`config.mk`:
```
export PLATFORM = sky130hd
export DESIGN_NAME = imem_arbiter_flat
export DESIGN_NICKNAME = d
export VERILOG_FILES = /design/src/rtl/imem_arbiter_if.sv /design/src/rtl/imem_arbiter.sv /design/src/flat_wrapper.sv
export SDC_FILE = /design/constraint.sdc
export NUM_CORES = 1
export LEC_CHECK = 0
export CORE_ASPECT_RATIO = 0.5
export CORE_MARGIN = 8
export CORE_UTILIZATION = 40
export CTS_CLUSTER_SIZE = 8
export DETAILED_ROUTE_END_ITERATION = 16
export PLACE_DENSITY = 0.85
export SETUP_SLACK_MARGIN = 0.05
export SLEW_MARGIN = 20
export SYNTH_ARGS = -nofsm -noshare
export SYNTH_HDL_FRONTEND = slang
export SYNTH_SLANG_ARGS = --single-unit
```
`constraint.sdc`:
```
create_clock -name clk -period 2.4 [get_ports clk]
set_clock_uncertainty 0.1 [all_clocks]
set_input_delay 0.24 -clock clk [delete_from_list [all_inputs] [get_ports clk]]
set_output_delay 0.24 -clock clk [all_outputs]
set_load 0.01 [all_outputs]
```
`src/rtl/imem_arbiter_if.sv`:
```
// Loader, fetch and instruction-memory port bundle for imem_arbiter.
// slave = arbiter side, master = requester/memory side.
interface imem_arbiter_if #(
  parameter int unsigned ADDR_WIDTH = 32,
  parameter int unsigned DATA_WIDTH = 32
);
  logic                  ld_req;
  logic [ADDR_WIDTH-1:0] ld_addr;
  logic [DATA_WIDTH-1:0] ld_wdata;
  logic                  ld_done;
  logic                  ld_ack;
  logic                  if_req;
  logic [ADDR_WIDTH-1:0] if_addr;
  logic [DATA_WIDTH-1:0] if_rdata;
  logic                  if_valid;
  logic                  err;
  logic                  core_stall;
  logic                  mem_wr;
  logic [ADDR_WIDTH-1:0] mem_addr;
  logic [DATA_WIDTH-1:0] mem_wdata;
  logic [DATA_WIDTH-1:0] mem_rdata;

  modport slave (
    input  ld_req, ld_addr, ld_wdata, ld_done, if_req, if_addr, mem_rdata,
    output ld_ack, if_rdata, if_valid, err, core_stall, mem_wr, mem_addr, mem_wdata
  );

  modport master (
    output ld_req, ld_addr, ld_wdata, ld_done, if_req, if_addr, mem_rdata,
    input  ld_ack, if_rdata, if_valid, err, core_stall, mem_wr, mem_addr, mem_wdata
  );
endinterface

```
`src/rtl/imem_arbiter.sv`:
```
// Arbitrates boot-loader writes and instruction fetches onto one instruction memory port.
// Optional macro IMEM_ARB_ROUND_ROBIN_EN: round-robin tie-break in IDLE (default: loader wins).
module imem_arbiter #(
  parameter int unsigned ADDR_WIDTH = 32,
  parameter int unsigned DATA_WIDTH = 32,
  parameter int unsigned MEM_SIZE   = 1024
) (
  input logic           clk,
  input logic           reset_n,
  imem_arbiter_if.slave bus
);

  localparam int unsigned CMP_W = ADDR_WIDTH + 1;
  localparam logic [CMP_W-1:0] MEM_LIMIT = CMP_W'(MEM_SIZE);

  typedef enum logic [1:0] {BOOT, IDLE, WRITE, READ} state_t;

  state_t                r_state;
  logic                  r_src_boot;
  logic                  r_oor;
  logic                  r_ld_ack;
  logic                  r_if_valid;
  logic                  r_err;
  logic                  r_core_stall;
  logic                  r_mem_wr;
  logic [ADDR_WIDTH-1:0] r_mem_addr;
  logic [DATA_WIDTH-1:0] r_mem_wdata;
  logic [DATA_WIDTH-1:0] r_if_rdata;

  logic                  w_ld_oor;
  logic                  w_if_oor;
  logic                  w_grant_ld;
  logic                  w_grant_if;

`ifdef IMEM_ARB_ROUND_ROBIN_EN
  // 0: loader wins the next tie, 1: fetch wins the next tie.
  logic                  r_rr_ptr;
`endif

  assign w_ld_oor = {1'b0, bus.ld_addr} >= MEM_LIMIT;
  assign w_if_oor = {1'b0, bus.if_addr} >= MEM_LIMIT;

  // Grant decode; grants only come from BOOT/IDLE, so a completing access never chains directly.
  always_comb begin
    w_grant_ld = 1'b0;
    w_grant_if = 1'b0;
    case (r_state)
      BOOT: w_grant_ld = bus.ld_req && !bus.ld_done;
      IDLE: begin
`ifdef IMEM_ARB_ROUND_ROBIN_EN
        if (bus.ld_req && bus.if_req) begin
          w_grant_ld = !r_rr_ptr;
          w_grant_if = r_rr_ptr;
        end else begin
          w_grant_ld = bus.ld_req;
          w_grant_if = bus.if_req;
        end
`else
        w_grant_ld = bus.ld_req;
        w_grant_if = bus.if_req && !bus.ld_req;
`endif
      end
      default: begin
        w_grant_ld = 1'b0;
        w_grant_if = 1'b0;
      end
    endcase
  end

  always_ff @(posedge clk or negedge reset_n) begin
    if (!reset_n) begin
      r_state      <= BOOT;
      r_src_boot   <= 1'b1;
      r_oor        <= 1'b0;
      r_ld_ack     <= 1'b0;
      r_if_valid   <= 1'b0;
      r_err        <= 1'b0;
      r_core_stall <= 1'b1;
      r_mem_wr     <= 1'b0;
      r_mem_addr   <= '0;
      r_mem_wdata  <= '0;
      r_if_rdata   <= '0;
`ifdef IMEM_ARB_ROUND_ROBIN_EN
      r_rr_ptr     <= 1'b0;
`endif
    end else begin
      r_ld_ack   <= 1'b0;
      r_if_valid <= 1'b0;
      r_err      <= 1'b0;
      r_mem_wr   <= 1'b0;

      case (r_state)
        BOOT, IDLE: begin
          if (r_state == BOOT && bus.ld_done) begin
            r_state      <= IDLE;
            r_core_stall <= 1'b0;
          end else if (w_grant_ld) begin
            r_mem_addr  <= bus.ld_addr;
            r_mem_wdata <= bus.ld_wdata;
            r_mem_wr    <= !w_ld_oor;
            r_oor       <= w_ld_oor;
            r_src_boot  <= (r_state == BOOT);
            r_state     <= WRITE;
`ifdef IMEM_ARB_ROUND_ROBIN_EN
            r_rr_ptr    <= 1'b1;
`endif
          end else if (w_grant_if) begin
            r_mem_addr  <= bus.if_addr;
            r_oor       <= w_if_oor;
            r_src_boot  <= 1'b0;
            r_state     <= READ;
`ifdef IMEM_ARB_ROUND_ROBIN_EN
            r_rr_ptr    <= 1'b0;
`endif
          end
        end

        WRITE: begin
          r_ld_ack <= 1'b1;
          r_err    <= r_oor;
          r_state  <= r_src_boot ? BOOT : IDLE;
        end

        READ: begin
          r_if_valid <= 1'b1;
          r_err      <= r_oor;
          r_if_rdata <= r_oor ? '0 : bus.mem_rdata;
          r_state    <= IDLE;
        end

        default: r_state <= BOOT;
      endcase
    end
  end

  assign bus.ld_ack     = r_ld_ack;
  assign bus.if_valid   = r_if_valid;
  assign bus.err        = r_err;
  assign bus.core_stall = r_core_stall;
  assign bus.mem_wr     = r_mem_wr;
  assign bus.mem_addr   = r_mem_addr;
  assign bus.mem_wdata  = r_mem_wdata;
  assign bus.if_rdata   = r_if_rdata;

endmodule

```
`src/flat_wrapper.sv`:
```
// flat-port wrapper written by rule: the top's interface ports become plain ports
module imem_arbiter_flat 
#(
  parameter int unsigned ADDR_WIDTH = 32,
  parameter int unsigned DATA_WIDTH = 32,
  parameter int unsigned MEM_SIZE   = 1024
)
  (clk, reset_n, bus_ld_req, bus_ld_addr, bus_ld_wdata, bus_ld_done, bus_if_req, bus_if_addr, bus_mem_rdata, bus_ld_ack, bus_if_rdata, bus_if_valid, bus_err, bus_core_stall, bus_mem_wr, bus_mem_addr, bus_mem_wdata);
  imem_arbiter_if #(.ADDR_WIDTH(ADDR_WIDTH), .DATA_WIDTH(DATA_WIDTH)) bus_i ();
  input logic clk;
  input logic reset_n;
  input wire logic [$bits(bus_i.ld_req)-1:0] bus_ld_req;
  input wire logic [$bits(bus_i.ld_addr)-1:0] bus_ld_addr;
  input wire logic [$bits(bus_i.ld_wdata)-1:0] bus_ld_wdata;
  input wire logic [$bits(bus_i.ld_done)-1:0] bus_ld_done;
  input wire logic [$bits(bus_i.if_req)-1:0] bus_if_req;
  input wire logic [$bits(bus_i.if_addr)-1:0] bus_if_addr;
  input wire logic [$bits(bus_i.mem_rdata)-1:0] bus_mem_rdata;
  output wire logic [$bits(bus_i.ld_ack)-1:0] bus_ld_ack;
  output wire logic [$bits(bus_i.if_rdata)-1:0] bus_if_rdata;
  output wire logic [$bits(bus_i.if_valid)-1:0] bus_if_valid;
  output wire logic [$bits(bus_i.err)-1:0] bus_err;
  output wire logic [$bits(bus_i.core_stall)-1:0] bus_core_stall;
  output wire logic [$bits(bus_i.mem_wr)-1:0] bus_mem_wr;
  output wire logic [$bits(bus_i.mem_addr)-1:0] bus_mem_addr;
  output wire logic [$bits(bus_i.mem_wdata)-1:0] bus_mem_wdata;
  assign bus_i.ld_req = bus_ld_req;
  assign bus_i.ld_addr = bus_ld_addr;
  assign bus_i.ld_wdata = bus_ld_wdata;
  assign bus_i.ld_done = bus_ld_done;
  assign bus_i.if_req = bus_if_req;
  assign bus_i.if_addr = bus_if_addr;
  assign bus_i.mem_rdata = bus_mem_rdata;
  assign bus_ld_ack = bus_i.ld_ack;
  assign bus_if_rdata = bus_i.if_rdata;
  assign bus_if_valid = bus_i.if_valid;
  assign bus_err = bus_i.err;
  assign bus_core_stall = bus_i.core_stall;
  assign bus_mem_wr = bus_i.mem_wr;
  assign bus_mem_addr = bus_i.mem_addr;
  assign bus_mem_wdata = bus_i.mem_wdata;
  imem_arbiter #(.ADDR_WIDTH(ADDR_WIDTH), .DATA_WIDTH(DATA_WIDTH), .MEM_SIZE(MEM_SIZE)) u_core (.clk(clk), .reset_n(reset_n), .bus(bus_i));
endmodule
```
==> results.md, run 1 <==
- The placeable core area is 0.0111 mm2.
- For this run, the slowest stage of the critical path takes 0.45 ns.
- For this design the ratio of total power to cell area is 1170 mW/mm2.
- The Yosys step of the flow raised 0 warnings.
- The sort of element at the end of the critical path is a flop.
- The final-report setup violation count is 0.
- Counting flops and latches in the post-synthesis netlist gives 105.
- The pre-antenna-repair detailed-routing pass consisted of 4 iterations.
- The tree built by TritonCTS fans out to 105 sinks.
- In the post-route analysis, the smallest setup slack over all paths is 0.634 ns.
- The per-instance average area after synthesis is 11.6 um2.
- After clock tree synthesis, the repair step resized 0 gates.
- Entering global routing, the biggest net connects 56 pins.
- For this run, the share of the core covered by cells in the final layout is 66.0%.
- The run finished with clean final reports.
- The total instance count after detailed placement is 756.
- The critical path goes through nand2b_4 -> and3_4 -> buf_12 -> mux2_2.
- The via count of the first global-routing pass is 4145.
- The die outline area is 0.0154 mm2.
- In the finished design, the share of the clock period the worst path needs comes to 73.6%.
- The floorplan step set the die height to 91.7 um.
- 234 I/O pins were placed.
- The ratio of routed vias to standard cells is 4.94.
- The multiplexer fraction of the synthesized cell area is 15.4%.
- Of all nets on the critical path, the largest fanout is 46.
- The post-CTS clock slew at the launch and capture registers of the worst setup and hold paths is 0.07 ns.
- For this run, the total global-route usage over all layers was measured as 18.8%.
- The worst hold path belongs to the class flop to flop.
- The maximum level of the CTS H-tree is 3.
- The detailed router finished its first iteration with 208 violations.
- The number of distinct library cell variants in the gate-level netlist after synthesis is 32.
- Measured along the x axis, the die boundary spans 167 um.
- The number of instances in the synthesized netlist is 395.
- The critical path required time is 2.52 ns.
- The aggregate routed wire length is 14600 um.
- The clock latency on the worst-skew pair is 0.34 ns.
- The residual antenna-violating net count after detailed routing is 0.
- The first global-routing pass estimated 23000 um of wire.
- Once the floorplan was initialized, standard cells occupied 41.4% of the core.
- The area fraction in compound gates after synthesis is 11.8%.
- The number of slew-limit violations in the final report is 0.
- The final number of hold-violating endpoints is 0.
- Summed over all nets, the half-perimeter wirelength after detailed placement is 11300 um.
- The share of synthesized cell area in full adder, half adder and majority cells is 0%.
- The number of antenna violations at the first check in global routing came to 0.
- After synthesis, the largest family of logic cells by area is multiplexers.
- After global routing the overflow that remains totals 0.
- The antenna diode count is 0.
- The worst pin sits at a relative slew slack of 52.1%.
- The final-layout fill cell count is 848.
- The xor and xnor area share after synthesis is 0%.
- After detailed routing, the number of remaining DRC violations is 0.
- The maximum resistive drop on vdd is 0.497 mV.
- In the final routed layout, each cell accounts on average for 18.9 um.
- Setup repair after global routing left no endpoint under its margin.
- Across the run, the number of max-cap violations was 0.
- The root buffer cell chosen for the clock tree is sky130_fd_sc_hd__clkbuf_16.
- The via count is 3815.
- The critical path is of the flop to flop type.
- The weighted congestion reported at the end of routability-driven placement is 0.803.
- The worst setup slack after placement is 0.440 ns.
- At the end of the flow, the number of nets in the layout was 756.
- Leaving out fill and tap cells, the most frequent cell in the layout is sky130_fd_sc_hd__clkdlybuf4s50_1.
- The footprint of the multi-input gates is 0.00174 mm2.
- After routing, the total negative slack on setup checks comes to 0 ns.
- The top cell types in the final layout, fill and taps aside, are sky130_fd_sc_hd__clkdlybuf4s50_1, sky130_fd_sc_hd__dfrtp_1, sky130_fd_sc_hd__o21ai_0.
- The growth of design area from synthesis to finish is 59.5%.
- The type of element launching the critical path is a flop.
- The largest individual stage delay along the critical path comes from the cell sky130_fd_sc_hd__dfrtp_1.
- The register area share after synthesis is 57.3%.
- The TritonCTS clock tree is done.
- After the flow finishes, the layout carries non-filler instances totaling 772.
- The minimum clock period after layout is 1.77 ns.
- The slew at the pin closest to its max-slew limit is 0.718 ns.
- The total CTS buffers is 9.
- The register area is 0.00263 mm2.
- The fraction of layout cells with a size suffix above 1 is 11.0%.
- After routing the design area is 0.00731 mm2.
- The post-CTS setup repair buffer count is 0.
- During placement, the flow inserted port buffers numbering 233.
- The upper clock frequency limit is 566 MHz.
- Summing every instance area after synthesis gives 0.00459 mm2.
- The leakage power figure is 2.99 nW.
- The placed standard-cell area is 0.00702 mm2.
- The basic-gate share of the synthesized area counting and, or, nand and nor cells is 10.5%.
- The worst endpoint data arrival time is 1.89 ns.
- The net count after synthesis is 528.
- The number of rows in the core area is 27.
- In this run the deepest clock path goes through 2 buffers.
flip-flops by register name, indices dropped and copies added (netlist names):
register	count
u_core.bus.mem_addr	32
u_core.r_state	2
u_core.bus.if_valid	1
u_core.bus.core_stall	1
u_core.bus.if_rdata	32
u_core.r_oor	1
u_core.bus.mem_wdata	32
u_core.r_src_boot	1
u_core.bus.err	1
u_core.bus.ld_ack	1
u_core.bus.mem_wr	1
routing by layer:
| layer | share of wire (%) | global-route usage, % |
|---|---|---|
| met1 | 37 | 19.2 |
| met4 | 1.9 | 5.09 |
| met3 | 4.7 | 5.47 |
| met5 | 0 | 0 |
| met2 | 56 | 37.1 |
cells in the mapped netlist:
library cell	number	area [um2]
sky130_fd_sc_hd__inv_1	4	15.0
sky130_fd_sc_hd__and4_4	1	11.3
sky130_fd_sc_hd__buf_12	5	100
sky130_fd_sc_hd__nand2b_4	1	13.8
sky130_fd_sc_hd__mux2i_1	32	320
sky130_fd_sc_hd__dfstp_2	2	52.6
sky130_fd_sc_hd__a32oi_1	1	8.76
sky130_fd_sc_hd__a31oi_1	1	6.26
sky130_fd_sc_hd__o21a_1	1	7.51
sky130_fd_sc_hd__dfrtp_1	103	2580
sky130_fd_sc_hd__buf_2	3	15.0
sky130_fd_sc_hd__nand4_1	1	6.26
sky130_fd_sc_hd__buf_6	1	11.3
sky130_fd_sc_hd__and3_1	1	6.26
sky130_fd_sc_hd__o21ai_1	32	160
sky130_fd_sc_hd__or2_1	1	6.26
sky130_fd_sc_hd__nor4_1	10	62.6
sky130_fd_sc_hd__clkbuf_2	1	5.00
sky130_fd_sc_hd__and2_1	1	6.26
sky130_fd_sc_hd__or2b_1	1	7.51
sky130_fd_sc_hd__mux2_2	25	282
sky130_fd_sc_hd__and4_1	1	8.76
sky130_fd_sc_hd__buf_4	2	15.0
sky130_fd_sc_hd__nor2_1	4	15.0
sky130_fd_sc_hd__nor3_2	1	10.0
sky130_fd_sc_hd__o31ai_2	1	12.5
sky130_fd_sc_hd__a22oi_2	1	12.5
sky130_fd_sc_hd__mux2_4	7	105
sky130_fd_sc_hd__nand2b_1	32	200
sky130_fd_sc_hd__nand2_1	34	128
sky130_fd_sc_hd__clkbuf_1	17	63.8
sky130_fd_sc_hd__o21ai_0	67	335
where the power goes:
part / switching, mW / internal, mW / total [mW] / leakage, nW
Clock: 0.606 / 0.778 / 1.38 / 0.144
Sequential: 0.414 / 2.59 / 3.01 / 1.30
Combinational: 1.82 / 2.32 / 4.14 / 1.55
cell type report:
| cell class | instances | area share, % |
|---|---|---|
| clock buffers | 12 | 3.64 |
| inverters | 4 | 0.205 |
| flip-flops and latches | 105 | 36.0 |
| repair buffers | 246 | 33.7 |
| multi-input cells | 257 | 23.8 |
| clock inverters | 3 | 0.205 |
| well taps | 145 | 2.48 |
worst max-delay path, delay by kind of cell, from the launching register on:
kind,cells,cell delay [ns]
DFF,1,0.45
and+or+nand+nor,2,0.40
muxes,1,0.38
buffers and inverters,1,0.29
path summary, 6_finish.rpt:
check,from,end,slack (ns),cells past startpoint
min reg2reg,u_core.bus.core_stall$_DFFE_PN1P_,u_core.bus.core_stall$_DFFE_PN1P_,0.36,1
min in group asynchronous,reset_n,u_core.bus.mem_addr[17]$_DFFE_PN0P_,0.41,2
max,u_core.r_state[0]$_DFFE_PN0P_,u_core.bus.mem_wdata[13]$_DFFE_PN0P_,0.63,4
max in group asynchronous,reset_n,u_core.bus.mem_wdata[13]$_DFFE_PN0P_,1.09,3
min,u_core.bus.core_stall$_DFFE_PN1P_,u_core.bus.core_stall$_DFFE_PN1P_,0.36,1
max reg2reg,u_core.r_state[0]$_DFFE_PN0P_,u_core.bus.mem_wdata[13]$_DFFE_PN0P_,0.63,4
cells by family (layout without fill, tap and decap cells):
| logic type | count (synthesis) | count (layout) |
|---|---|---|
| flops | 105 | 105 |
| compound gates | 104 | 104 |
| simple gates | 89 | 89 |
| mux | 64 | 64 |
| buf+inv | 33 | 265 |
per-stage QoR:
step / hold slack [ns] / total power, mW
6_report: 0.364 / 8.53
5_1_grt: 0.361 / 9.06
4_1_cts: 0.349 / 8.65
3_5_place_dp: 0.233 / 7.22
3_3_place_gp: 0.229 / 7.10
2_1_floorplan: -0.156 / 4.93
repair_timing:
item / 4_1_cts / 5_1_grt
hold buffers: 1 / 0
endpoints found under the setup margin: 0 / 0
endpoints found under the hold margin: 50 / 0
(Power assumes the default switching activity.)
==> run 2: changes to the inputs <==
--- a/config.mk
+++ b/config.mk
@@ -7,10 +7,10 @@
 export LEC_CHECK = 0
 export CORE_ASPECT_RATIO = 0.5
 export CORE_MARGIN = 8
-export CORE_UTILIZATION = 40
+export CORE_UTILIZATION = 36
 export CTS_CLUSTER_SIZE = 8
 export DETAILED_ROUTE_END_ITERATION = 16
-export PLACE_DENSITY = 0.85
+export PLACE_DENSITY = 0.81
 export SETUP_SLACK_MARGIN = 0.05
 export SLEW_MARGIN = 20
 export SYNTH_ARGS = -nofsm -noshare
==> constraint.sdc (replaced) <==
create_clock -name clk -period 1.62 [get_ports clk]
set_clock_uncertainty 0.1 [all_clocks]
set_input_delay 0.162 -clock clk [delete_from_list [all_inputs] [get_ports clk]]
set_output_delay 0.162 -clock clk [all_outputs]
set_load 0.01 [all_outputs]
==> run 2 against run 1 <==
  * Design area is 5.9% higher
  * Clock power is 68% higher
  * Non-clock buffer count is 19 higher
  * Combinational power up 60%
  * Setup slack got worse by 0.63 ns
  * Routed wire length up 6.1%
  * Worst hold slack got worse by 0.16 ns
  * Critical path depth increased by 1
  * Count of clock-buffer cells in the layout rose by 1
  * Highest routed layer unchanged
==> results.md, run 2 (synthesis results as in run 1) <==
- The normalized max-slew margin is 41.9% (-10 points).
- The total I/O pin count is 234 (unchanged).
- The post-CTS clock slew at the launch and capture registers of the worst setup and hold paths was 0.07 ns (about the same).
- The core occupancy in the finished layout is 61.7% (-4.3 points).
- The upper clock frequency limit was 620 MHz (+9.5%).
- The number of rows in the core area is 29 (+7.4%).
- The final-stage net count is 775 (+2.5%).
- The setup TNS came to 0 ns (unchanged).
- The count of input and output buffers came to 233 (unchanged).
- The total instance count after detailed placement is 791 (+4.6%).
- The growth of design area from synthesis to finish is 68.9%.
- The die boundary height is 95.8 um (+4.5%).
- The final standard cell area without fillers came to 0.00775 mm2 (+5.9%).
- The maximum number of pins on one net before global-route repair is 66 (+18%).
- The type of element launching the critical path is a flop.
- The residual antenna-violating net count after detailed routing is 0 (unchanged).
- Setup repair after global routing could not meet its margin everywhere.
- The TritonCTS clock tree is done.
- The final number of hold-violating endpoints is 0 (unchanged).
- The count of unresolved DRC violations after routing was 0 (unchanged).
- The ratio of routed vias to standard cells came to 4.82 (-2.4%).
- The maximum level of the CTS H-tree is 3 (unchanged).
- The estimated wirelength of the detail-placed design is 11300 um (+0.73%).
- The placed standard-cell area is 0.00715 mm2 (+1.8%).
- The run finished with clean final reports.
- The number of design-rule violations left by the first detailed-router iteration is 149 (-28%).
- The total congestion overflow after global routing is 0 (unchanged).
- The number of cells in the finished layout apart from fillers is 817 (+5.8%).
- The routed wire length per instance is 19.0 um (+0.30%).
- The top cell types in the final layout, fill and taps aside, are sky130_fd_sc_hd__clkdlybuf4s50_1, sky130_fd_sc_hd__dfrtp_1, sky130_fd_sc_hd__o21ai_0.
- The maximum resistive drop on vdd is 0.763 mV (+53%).
- The sort of element at the end of the critical path is a flop.
- The tightest min-delay check is of the input pin to asynchronous set/reset pin type.
- The final hold slack is 0.209 ns (-0.155 ns).
- The antenna diode count came to 0 (unchanged).
- The placeable core area is 0.0126 mm2 (+13%).
- The aggregate routed wire length is 15500 um (+6.1%).
- The number of antenna violations at the first check in global routing is 0 (unchanged).
- The root buffer cell is sky130_fd_sc_hd__clkbuf_16.
- The final critical-path setup slack was 0.00655 ns (-0.627 ns).
- The first-pass GRT wire length is 23100 um (about the same).
- The overall power consumption came to 13.5 mW (+58%).
- The critical path required time is 1.74 ns (-0.78 ns).
- The period utilization is 99.6% (+26 points).
- The die outline area is 0.0168 mm2 (+9.6%).
- The total track usage was 17.3% (-1.5 points).
- The worst endpoint data arrival time came to 1.73 ns (-0.16 ns).
- The weighted congestion reported at the end of routability-driven placement is 0.789 (-1.8%).
- The die width is 176 um (+4.9%).
- The leakage power figure came to 3.30 nW (+10%).
- The final-report setup violation count is 0 (unchanged).
- The power density of the placed cells was 1740 mW/mm2 (+49%).
- The initial standard-cell utilization of the core was 36.5% (-4.9 points).
- The via count of the first global-routing pass is 4297 (+3.7%).
- The minimum clock period after layout is 1.61 ns (-0.153 ns).
- The via count is 3941 (+3.3%).
- The clock latency on the worst-skew pair is 0.34 ns (about the same).
- The maximum fanout count along the critical path came to 9 (-80%).
- The slew at the pin closest to its max-slew limit is 0.872 ns (+0.154 ns).
- The number of clock sinks seen by CTS is 105 (unchanged).
- The number of slew-limit violations in the final report was 0 (unchanged).
- The maximum count of clock buffers along a single path came to 2 (unchanged).
- The worst setup slack after placement is -0.194 ns (-0.634 ns).
- The fraction of layout cells with a size suffix above 1 is 14.4% (+3.4 points).
- The leading cell type in the layout, fill and taps excluded is sky130_fd_sc_hd__clkdlybuf4s50_1.
- The total CTS buffers is 9 (unchanged).
- The type of the setup path with the least slack is flop to flop.
- The count of TritonRoute iterations in the first routing pass is 4 (unchanged).
- The max-cap violation count was 0 (unchanged).
[run 2: layer usage]
layer | global-route usage (%) | up-vias | share of wire (%) | routed length (um)
met5 | 0 | - | 0 | 0
met4 | 6.87 | 0 | 3.2 | 503
met3 | 4.35 | 33 | 5.1 | 797
met2 | 32.5 | 123 | 53 | 8260
met1 | 18.8 | 1918 | 38 | 5950
li1 | - | 1867 | - | -
[run 2: cell type report]
cell class | instances | area, um2
clock buffers | 13 | 280
clock inverters | 3 | 46.3
fillers | 1006 | 4810
inverters | 4 | 15.0
multi-input cells | 257 | 1790
flip-flops and latches | 105 | 2630
well taps | 170 | 213
repair buffers | 265 | 2770
[run 2: worst paths after layout]
check,from,to,slack (ns),cells after the start
worst max-delay path,u_core.r_state[1]$_DFFE_PN0P_,u_core.bus.mem_wdata[17]$_DFFE_PN0P_,0.007,5
worst min-delay path,reset_n,u_core.bus.mem_addr[2]$_DFFE_PN0P_,0.21,2
worst max register to register,u_core.r_state[1]$_DFFE_PN0P_,u_core.bus.mem_wdata[17]$_DFFE_PN0P_,0.007,5
worst min register to register,u_core.bus.core_stall$_DFFE_PN1P_,u_core.bus.core_stall$_DFFE_PN1P_,0.37,1
max in group asynchronous,reset_n,u_core.bus.mem_wdata[31]$_DFFE_PN0P_,0.65,3
min in group clk,bus_mem_rdata[27],u_core.bus.if_rdata[27]$_DFFE_PN0P_,0.28,3
[run 2: what timing repair did]
| item | CTS | global route |
|---|---|---|
| endpoints found under the hold margin | 24 | 0 |
| hold buffers | 1 | 0 |
| endpoints found under the setup margin | 17 | 105 |
| pin swaps | 1 | 2 |
| cloned | 0 | 5 |
| resized for setup | 2 | 27 |
| setup buffers | 0 | 4 |
[run 2: critical path: stages (launching register included)]
cell                      delay (ns)
sky130_fd_sc_hd__dfrtp_1        0.42
sky130_fd_sc_hd__inv_2          0.11
sky130_fd_sc_hd__and3_4         0.23
sky130_fd_sc_hd__buf_12         0.16
sky130_fd_sc_hd__buf_12         0.14
sky130_fd_sc_hd__mux2_2         0.34
[run 2: power breakdown]
part           switching [mW]  leakage (nW)  internal, mW  total, mW
clock network           0.948         0.158          1.37       2.32
logic                    2.80          1.84          3.82       6.62
registers               0.715          1.30          3.84       4.55
total                    4.46          3.30          9.03       13.5
==> run 3: changes to the inputs <==
--- a/config.mk
+++ b/config.mk
@@ -11,7 +11,9 @@
 export CTS_CLUSTER_SIZE = 8
 export DETAILED_ROUTE_END_ITERATION = 16
 export PLACE_DENSITY = 0.81
+export REMOVE_ABC_BUFFERS = 1
 export SETUP_SLACK_MARGIN = 0.05
+export SKIP_CTS_REPAIR_TIMING = 1
 export SLEW_MARGIN = 20
 export SYNTH_ARGS = -nofsm -noshare
 export SYNTH_HDL_FRONTEND = slang
==> run 3 against run 2 <==
  * Utilization fell by 0.75 points
  * Worst hold slack got worse by 0.041 ns
  * Flip-flop and latch count did not move
==> results.md, run 3 (synthesis results as in run 1) <==
- The critical path required time came to 1.74 ns (about the same).
- The final critical-path setup slack is 0.0735 ns (+0.0670 ns).
- The final standard cell area without fillers came to 0.00765 mm2 (-1.2%).
- The register area is 0.00263 mm2 (unchanged).
- The aggregate routed wire length is 15300 um (-1.2%).
- The library cells used most frequently in the layout, excluding fill and tap cells, are sky130_fd_sc_hd__clkdlybuf4s50_1, sky130_fd_sc_hd__dfrtp_1, sky130_fd_sc_hd__o21ai_0.
- The final-report setup violation count is 0 (unchanged).
- The die outline area is 0.0168 mm2 (unchanged).
- The routed wire length per instance is 18.9 um (-0.62%).
- The number of design-rule violations left by the first detailed-router iteration is 141 (-5.4%).
- The switching share of power is 33.5% (+0.45 points).
- The final number of hold-violating endpoints was 0 (unchanged).
- The weighted congestion reported at the end of routability-driven placement was 0.809 (+2.6%).
- The run finished with clean final reports.
- The placed standard-cell area is 0.00721 mm2 (+0.87%).
- The footprint of the multi-input gates came to 0.00184 mm2 (+2.8%).
- The worst setup path is captured at a flop.
- The normalized max-slew margin came to 75.5% (+34 points).
- The root buffer cell is sky130_fd_sc_hd__clkbuf_16.
- The upper clock frequency limit was 647 MHz (+4.3%).
- The leakage power figure is 3.20 nW (-2.9%).
- The class of the tightest hold or removal check is input pin to asynchronous set/reset pin.
- The number of clock sinks seen by CTS is 105 (unchanged).
- The clock network fraction of total power was 15.9% (-1.3 points).
- The maximum fanout count along the critical path is 19 (+10).
- The slew at the pin closest to its max-slew limit was 0.365 ns (-0.508 ns).
- The estimated wirelength of the detail-placed design was 11600 um (+2.3%).
- The via count is 3839 (-2.6%).
- The share of total power in sequential cells is 34.0% (+0.2 points).
- The maximum level of the CTS H-tree is 3 (unchanged).
- The leading cell type in the layout, fill and taps excluded is sky130_fd_sc_hd__clkdlybuf4s50_1.
- The antenna diode count is 0 (unchanged).
- The type of element launching the critical path is a flop.
- The worst reg-to-reg path cell count is 4 (-1).
- The worst setup slack after placement is -0.177 ns (+0.0175 ns).
- The number of buffer and inverter stages on the critical path is 1 (-2).
- The maximum number of pins on one net before global-route repair was 66 (unchanged).
- The via count of the first global-routing pass is 4049 (-5.8%).
- From synthesis to final layout, the design area changed by 66.9%.
- The maximum resistive drop on vdd is 0.738 mV (-3.3%).
- The count of TritonRoute iterations in the first routing pass was 5 (+1).
- The kind of cell with the highest combined delay along the critical path is simple AND/OR/NAND/NOR gates.
- The post-CTS clock slew at the launch and capture registers of the worst setup and hold paths is 0.07 ns (about the same).
- Walking the worst path, the cells encountered are nand2b_4 -> and3_4 -> buf_12 -> mux2_2.
- The setup TNS is 0 ns (unchanged).
- The final-stage net count is 770 (-0.65%).
- The period utilization came to 95.5% (-4.1 points).
- The max-cap violation count was 0 (unchanged).
- The number of rows in the core area was 29 (unchanged).
- The maximum count of clock buffers along a single path is 2 (unchanged).
- The critical path's largest stage delay is 0.35 ns (-0.07 ns).
- The residual antenna-violating net count after detailed routing is 0 (unchanged).
- The fraction of layout cells with a size suffix above 1 is 14.3% (-0.044 points).
- The initial standard-cell utilization of the core is 36.5% (unchanged).
- The clock latency on the worst-skew pair is 0.34 ns (about the same).
- The die width is 176 um (unchanged).
- The die boundary height was 95.8 um (unchanged).
- The final-layout fill cell count came to 1029 (+2.3%).
- The total CTS buffers is 9 (unchanged).
- The cell with the largest stage delay on the worst path is sky130_fd_sc_hd__dfrtp_1.
- The total congestion overflow after global routing is 0 (unchanged).
- The number of antenna violations at the first check in global routing is 0 (unchanged).
- The total I/O pin count is 234 (unchanged).
- The internal power contribution came to 8.70 mW (-3.6%).
- The net switching power is 4.39 mW (-1.6%).
- TritonCTS built the clock tree.
- The worst endpoint data arrival time is 1.67 ns (-0.06 ns).
- The worst setup path is of the flop to flop kind.
- The critical path depth in cells is 4 (-1).
- The first-pass GRT wire length is 23000 um (about the same).
- The minimum clock period after layout is 1.55 ns (-0.0670 ns).
- The setup slack on the worst flop-to-flop path was 0.07 ns (+0.07 ns).
- The total track usage is 17.4% (+0.099 points).
- The proportion of power drawn by combinational gates was 50.1% (+1.0 points).
- The count of unresolved DRC violations after routing is 0 (unchanged).
- The count of input and output buffers is 233 (unchanged).
- The ratio of routed vias to standard cells was 4.73 (-2.0%).
- The power density of the placed cells is 1710 mW/mm2 (-1.7%).
- The number of slew-limit violations in the final report came to 0 (unchanged).
- Setup repair after global routing could not meet its margin everywhere.
- The placeable core area is 0.0126 mm2 (unchanged).
==> run 3: worst reg2reg max path, stage by stage, from the launching register on <==
cell and delay, ns:
sky130_fd_sc_hd__dfrtp_1 0.35, sky130_fd_sc_hd__nand2b_4 0.12, sky130_fd_sc_hd__and3_4 0.30, sky130_fd_sc_hd__buf_12 0.20
sky130_fd_sc_hd__mux2_2 0.36
==> run 3: power by group through the flow <==
stage / logic, mW / registers, mW / clock network (mW)
after floorplan: 1.95 / 5.11 / 0
after global placement: 6.27 / 4.41 / 0
after detailed placement: 6.41 / 4.48 / 0
after CTS: 6.43 / 4.44 / 2.12
after global routing: 7.03 / 4.61 / 2.23
final: 6.56 / 4.45 / 2.09
==> run 3: final timing paths <==
| kind | startpoint | end |
|---|---|---|
| worst max register to register | u_core.r_state[0]$_DFFE_PN0P_ | u_core.bus.mem_wdata[1]$_DFFE_PN0P_ |
| worst min register to register | u_core.bus.core_stall$_DFFE_PN1P_ | u_core.bus.core_stall$_DFFE_PN1P_ |
| max in group asynchronous | reset_n | u_core.bus.core_stall$_DFFE_PN1P_ |
| min in group clk | bus_mem_rdata[23] | u_core.bus.if_rdata[23]$_DFFE_PN0P_ |
| worst max-delay path | u_core.r_state[0]$_DFFE_PN0P_ | u_core.bus.mem_wdata[1]$_DFFE_PN0P_ |
| worst min-delay path | reset_n | u_core.bus.if_valid$_DFF_PN0_ |
==> run 3: per-stage QoR <==
| stage | utilization (%) | total power, mW | instances | hold WS, ns |
|---|---|---|---|---|
| 4_1_cts | 59.7 | 13.0 | 810 | -0.387 |
| 3_5_place_dp | 57.5 | 10.9 | 794 | -0.0171 |
| 6_report | 61.0 | 13.1 | 812 | 0.168 |
| 5_1_grt | 61.0 | 13.9 | 812 | 0.198 |
| 3_3_place_gp | 57.5 | 10.7 | 794 | -0.0207 |
| 2_1_floorplan | - | 7.06 | 366 | -0.234 |
==> run 3: area by class of cell <==
cell class | instances | share of cell area [%]
flip-flops and latches | 105 | 34.4
multi-input cells | 257 | 24.1
inverters | 4 | 0.196
clock buffers | 12 | 3.35
clock inverters | 4 | 0.360
repair buffers | 260 | 34.9
well taps | 170 | 2.78
==> run 3: per-layer routing <==
metal  GRT usage [%]  wire, um  vias to the layer above
met5               0         0                        -
met4            4.77       209                        0
met3            3.84       526                       12
met2            34.1      8750                       73
met1            18.9      5840                     1894
li1                -         -                     1860
